[src/rtl/branch_predictor.sv]
// branch_predictor: 2-bit saturating-counter direction predictor with hit/miss counters.
// Define BP_GSHARE_EN to XOR a non-speculative global history into both table indices.
module branch_predictor #(
  parameter int IDX_W = 6
) (
  input  logic        clk,
  input  logic        rst,
  input  logic [31:0] f_pc,
  output logic        f_pred_taken,
  input  logic        u_valid,
  input  logic [31:0] u_pc,
  input  logic        u_taken,
  input  logic        u_pred_taken,
  output logic        mispredict,
  output logic        mispredict_taken,
  output logic [31:0] br_count,
  output logic [31:0] miss_count
);
  localparam int N = 1 << IDX_W;
  logic [1:0] tbl_q [N];
  logic [IDX_W-1:0] ridx, uidx;
  logic [1:0] ctr, ctr_d;
  logic miss, mispredict_q, mispredict_taken_q;
  logic [31:0] br_count_q, br_count_d, miss_count_q, miss_count_d;
`ifdef BP_GSHARE_EN
  logic [IDX_W-1:0] hist_q;
  assign ridx = f_pc[IDX_W+1:2] ^ hist_q;
  assign uidx = u_pc[IDX_W+1:2] ^ hist_q;
  always_ff @(posedge clk)
    if (rst) hist_q <= '0;
    else if (u_valid) hist_q <= {hist_q[IDX_W-2:0], u_taken};
`else
  assign ridx = f_pc[IDX_W+1:2];
  assign uidx = u_pc[IDX_W+1:2];
`endif
  // Read port sees the pre-update counter; no write-to-read bypass.
  assign f_pred_taken = tbl_q[ridx][1];
  always_comb begin
    ctr = tbl_q[uidx];
    ctr_d = u_taken ? (ctr == 2'b11 ? ctr : ctr + 2'd1) : (ctr == 2'b00 ? ctr : ctr - 2'd1);
    miss = u_valid & (u_taken ^ u_pred_taken);
    br_count_d = (u_valid && ~&br_count_q) ? br_count_q + 32'd1 : br_count_q;
    miss_count_d = (miss && ~&miss_count_q) ? miss_count_q + 32'd1 : miss_count_q;
  end
  always_ff @(posedge clk)
    if (rst) begin
      for (int i = 0; i < N; i++) tbl_q[i] <= 2'b01;
      mispredict_q <= 1'b0;
      mispredict_taken_q <= 1'b0;
      br_count_q <= '0;
      miss_count_q <= '0;
    end else begin
      if (u_valid) tbl_q[uidx] <= ctr_d;
      mispredict_q <= miss;
      mispredict_taken_q <= miss & u_taken;
      br_count_q <= br_count_d;
      miss_count_q <= miss_count_d;
    end
  assign mispredict = mispredict_q;
  assign mispredict_taken = mispredict_taken_q;
  assign br_count = br_count_q;
  assign miss_count = miss_count_q;
endmodule

[config.mk]
export PLATFORM = sky130hd
export DESIGN_NAME = branch_predictor
export DESIGN_NICKNAME = d
export VERILOG_FILES = /design/src/rtl/branch_predictor.sv
export SDC_FILE = /design/constraint.sdc
export NUM_CORES = 1
export LEC_CHECK = 0
export ABC_AREA = 1
export BUFFER_PORTS_ARGS = -buffer_cell sky130_fd_sc_hd__buf_2
export CAP_MARGIN = 25
export CORE_UTILIZATION = 30
export DETAILED_ROUTE_END_ITERATION = 7
export GPL_TIMING_DRIVEN = 0
export PLACE_DENSITY = 0.5
export SYNTH_ARGS = -nofsm -noshare
export SYNTH_HDL_FRONTEND = slang
export SYNTH_SLANG_ARGS = --single-unit
export TNS_END_PERCENT = 10
[constraint.sdc]
create_clock -name clk -period 3.3 [get_ports clk]
set_clock_uncertainty 0.05 [all_clocks]
set_input_delay 0.165 -clock clk [delete_from_list [all_inputs] [get_ports clk]]
set_output_delay 0.165 -clock clk [all_outputs]
set_load 0.03 [all_outputs]
== Word-level counts from Yosys, hierarchy flattened ==
Memory sizes are Yosys's and may differ from the RTL's.
Index checks and enable logic that the tools add are counted.

* Register bits: 66
* Bits in latches: 0
* Memory bits (writable): 128
* Memory bits (read-only): 0
* Logic and storage cells: 32
* Memories: 1

* Add/subtract/negate cells: 4
* Multipliers: 0
* Divide/modulo/power cells: 0
* $lt $le $gt $ge: 0
* Equality and inequality tests: 1
* Shift-type cells: 0
* Mux-type cells: 11
* Bitwise gates (word level): 3
* Reductions and logical operators: 8

{| class="wikitable"
|+ Memory list
! name !! depth !! width !! read ports !! clocked after Yosys merged registers in !! wr ports !! RTL line !! source
|-
| tbl_q || 64 || 2 || 2 || 0 || 64 || 20 || <nowiki>logic [1:0] tbl_q [N];</nowiki>
|}

{| class="wikitable"
|+ Operator list
! operator !! number
|-
| 32-bit by 1-bit adder with 32-bit output (second input constant) || 2
|-
| 32-bit AND reduction || 2
|-
| 2-bit two-way mux || 4
|-
| 1-bit two-way mux || 6
|-
| 6-bit two-way mux || 1
|-
| 2-bit by 1-bit adder with 2-bit output (second input constant) || 1
|-
| 1-bit bitwise AND || 2
|-
| 2-bit equality test (second input constant) || 1
|-
| 1-bit logical AND || 2
|-
| 1-bit logical NOT || 2
|-
| 2-bit logical NOT || 1
|-
| 2-bit OR reduction || 1
|-
| 2-bit by 1-bit subtractor with 2-bit output (second input constant) || 1
|-
| 1-bit XOR || 1
|}

== Longest topological paths before layout ==
* Depth in word-level cells: 5
* Gate-level depth with buffers: 18

== Least setup slack after synthesis ==
No wires, ideal clock.

* Path kind: reg-to-reg
* From: register miss_count_q[0] (netlist: miss_count[0])
* To: register miss_count_q[10] (netlist: miss_count[10])
* Data arrival time: 1998 ps
* Required time: 3135 ps
* Slack: 1138 ps
* Stages on the path, launching flop included: 13
* Buffers on the path: 1
* Period minus slack after synthesis: 2162 ps
* Cells stage by stage: dfxtp_1 ha_1 nand2_1 nor2_1 nand2_1 nor2_1 nand2_1 nand2_2 clkinv_1 buf_2 nand2_1 a21oi_1 o21a_1

* Longest elaborated chain between the ends: 3

{| class="wikitable"
|+ RTL lines
! item !! RTL line !! source
|-
| from (decl) || 24 || <nowiki>logic [31:0] br_count_q, br_count_d, miss_count_q, miss_count_d;</nowiki>
|-
| from (signal assigned) || 57 || <nowiki>miss_count_q <= miss_count_d;</nowiki>
|-
| parallel branches: the longest is 3 deep, another holds 32-bit by 1-bit adder with 32-bit output || - ||
|}

Several ways; the timed one is not identified.
A chain may end at the register's enable or synchronous reset.

== Final worst setup path ==
* From: input port f_pc[3]
* To: output port f_pred_taken

* Longest elaborated chain between the ends: 1

{| class="wikitable"
|+ RTL lines
! item !! RTL line !! source
|-
| from (decl) || 8 || <nowiki>input logic [31:0] f_pc,</nowiki>
|-
| memory 64 x 2 bit || - ||
|-
| to (decl) || 9 || <nowiki>output logic f_pred_taken,</nowiki>
|}

No other way between the ends.

==> qor.yml <==
synthesis:
  syn-num-nets: 1663
  synth_top_area_cell: "edfxtp_1"
  synth.distinct_cells: 38
  avgSynthCellArea_um2: 7.128
  synth_common_cells: "nand2_1, nor2_1, inv_1"
  netlist_top_cells_area: "edfxtp_1, nand2_1, dfxtp_1, nor2_1, inv_1"
  syn_inst: 1592
  yosysTopAreaCellShare_pct: 33.87
  syn_area_um2: 11350
  yosysMostFrequentCell: "nand2_1"
  synth_edf_count: 128
  yosys_register_bits: 194
  ys_seq_area_share_pct: 45.51
  synthArstFlopShare_pct: 0
  synth_flop_cell: "edfxtp_1"
  synth_warnings: 0
clocking:
  cts_tree: "yes"
  clk_pin_slew_ns: 0.08
  clk_latency_ns: 0.46
  htreeDepth: 4
  clock-root-buffer: "clkbuf_16"
  cts.path.max_buffers: 2
  postCtsSetupBuffers: 0
  post_cts_resized: 0
  numCtsBuffers: 17
  cts_num_sinks: 194
  cts_hold_buf: 2
sta:
  finalSetupViolCount: 0
  fmax_ghz: 0.4110
  post-route-period-util_pct: 73.73
  slew_violations: 0
  setup_tns_ns: 0
  relSlewSlack_pct: 37.25
  fin_crit_ns: 2.433
  whs_ns: 0.02806
  rsz0062_at_grt: "no"
  hold_viol_final: 0
  fin_ws_ns: 0.8669
  worst_pin_slew_ns: 0.9412
floorplanning:
  fp.dieArea_um2: 38610
  ioPinCount: 136
  chipWidth_um: 196.5
  start_util_pct: 30.78
  coreArea_um2: 36870
  num_rows: 70
  die_h_um: 196.5
placed_design:
  dp_hpwl_mm: 28.89
  port_buffers: 78
  place.gp.congestion: 0.9518
  place_ws_ns: 0.6330
global_routing:
  grt_max_degree: 20
  gr-usage-all-layers_pct: 21.28
  grt_pass1_vias: 10475
  grt_pass1_wl_mm: 60.86
  grt_overflow: 0
  grt_antenna_before_repair: 0
setup_path:
  crit_chain: "buf_2 > clkbuf_1 > o21ai_0 > o211ai_1 > o211ai_1 > nand3_1 > nand3b_1 > nand2_1 > buf_2"
  worstSetupStartpointType: "primary input"
  reg2reg_slack_ns: 0.91
  crit_required_ns: 3.08
  crit_end: "f_pred_taken"
  worst_path_largest_cell_delay_ns: 0.58
  slowest_stage: "clkbuf_1"
  worstReg2RegEnd: "miss_count[10]$_SDFFE_PP0P_"
  r2r-start: "miss_count[14]$_SDFFE_PP0P_"
  worstPathMaxFanout: 10
  r2r.worst_path.cells: 11
  arrival_ns: 2.22
  crit_start: "f_pc[3]"
  worstSetupPathType: "primary input to output port"
  crit_path_end_kind: "output port"
worst_hold_path:
  hold_path_class: "primary input to register"
power_and_ir_drop:
  leakage_uw: 0.005100
  p_sw_uw: 1644
  swShare_pct: 30.13
  power_frac_comb_pct: 13.3
  seqPwrFrac_pct: 48.6
  intPower_uw: 3812
  ir_worst_vdd_mv: 0.3815
  power.density_nw_per_um2: 421.2
  p_clk_share_pct: 38.1
drt:
  vias: 10949
  vias_per_cell: 4.959
  wl_per_cell_um: 18.32
  ant_nets: 0
  wl_mm: 40.45
  drc: 0
  drt_iter0_markers: 1014
  firstDrtPassIters: 6
flow_run:
  drv_cap: 0
cells_and_area:
  antennaDiodeCount: 0
  fillerInstances: 3956
  nets: 1762
  drive_gt1_share_pct: 10.62
  area.growth.synth_to_final_pct: 14.15
status:
  status: "finished clean"
cell families (layout without fill, tap and decap cells):
group / after synthesis / count (layout) / share of synthesized area, %
simple gates: 959 / 959 / 34.97
buf+inv: 255 / 367 / 9.548
flops: 194 / 194 / 45.51
compound gates: 151 / 151 / 7.354
xor+xnor: 31 / 31 / 2.392
fa+ha+maj: 2 / 2 / 0.2205
final cells by class:
class                      instances  area (um^2)  share of cell area (%)
sequential                       194         5165                   39.87
buffer                            75        407.9                   3.149
inverter                         180        675.6                   5.216
multi-input combinational       1143         5100                   39.37
tap                              504        630.6                   4.868
clock buffer                      18        429.2                   3.313
clock inverter                    14        135.1                   1.043
timing repair buffer              80        410.4                   3.168
placed cells by master, fill, tap and decap left out, types with 4 or more instances in the layout:
cell type | synthesis | routed
nand2_1 | 517 | 517
nor2_1 | 227 | 227
inv_1 | 177 | 177
edfxtp_1 | 128 | 128
nand3_1 | 111 | 111
buf_2 | 19 | 97
dfxtp_1 | 66 | 66
o21ai_0 | 59 | 59
a21oi_1 | 56 | 56
nor3_1 | 39 | 39
clkbuf_1 | 34 | 35
nor2_2 | 24 | 24
nand4_1 | 21 | 21
xor2_1 | 21 | 21
clkbuf_16 | 0 | 17
o211ai_1 | 16 | 16
xnor2_1 | 10 | 10
buf_6 | 9 | 9
buf_4 | 9 | 9
inv_8 | 0 | 6
o22ai_1 | 4 | 4
o221ai_1 | 4 | 4
or2_2 | 4 | 4
nor4_1 | 4 | 4
inv_6 | 0 | 4
registers in the layout, indices dropped and copies added, names as in the netlist:
| name | count |
|---|---|
| mispredict | 1 |
| tbl_q | 128 |
| br_count | 32 |
| mispredict_taken | 1 |
| miss_count | 32 |
layer usage:
metal,vias to the layer above,wire [um],GRT usage [%]
met1,5104,17530,27.58
met2,454,18370,34.75
met5,-,0,0
met4,0,1245,8.102
li1,5303,-,-
met3,88,3307,4.363
power by group through the flow:
stage / sequential, uW / combinational (uW) / clock [uW]
floorplan: 2700 / 442 / 0
global placement: 2710 / 715 / 0
detailed placement: 2710 / 714 / 0
CTS: 2650 / 717 / 2110
global route: 2660 / 783 / 2210
finish: 2650 / 724 / 2080
worst min path at each step:
stage | startpoint | endpoint | slack [ns] | cells after the start
3_5_place_dp | u_pred_taken | mispredict_taken$_SDFF_PP0_ | 0.35 | 2
2_1_floorplan | u_pred_taken | mispredict_taken$_SDFF_PP0_ | 0.19 | 1
4_1_cts | u_taken | mispredict_taken$_SDFF_PP0_ | 0.02 | 3
3_3_place_gp | u_pred_taken | mispredict_taken$_SDFF_PP0_ | 0.35 | 2
6_report | u_taken | mispredict_taken$_SDFF_PP0_ | 0.03 | 3
5_1_grt | u_taken | mispredict_taken$_SDFF_PP0_ | 0.03 | 3
critical path, delay by kind of cell:
kind,cells,cell delay [ns]
buf+inv,3,1.06
compound gates,3,0.67
simple gates,3,0.32
metrics by stage:
stage          total power [uW]  instance area, um^2  utilization [%]  instances
5_1_grt                    5650                12950            35.13       2208
6_report                   5457                12950            35.13       2208
2_1_floorplan              3146                11350                -       1592
4_1_cts                    5481                12950            35.13       2208
3_3_place_gp               3423                12370            33.55       2174
3_5_place_dp               3422                12370            33.55       2174
Note: power is estimated with default switching activity, not from simulation.
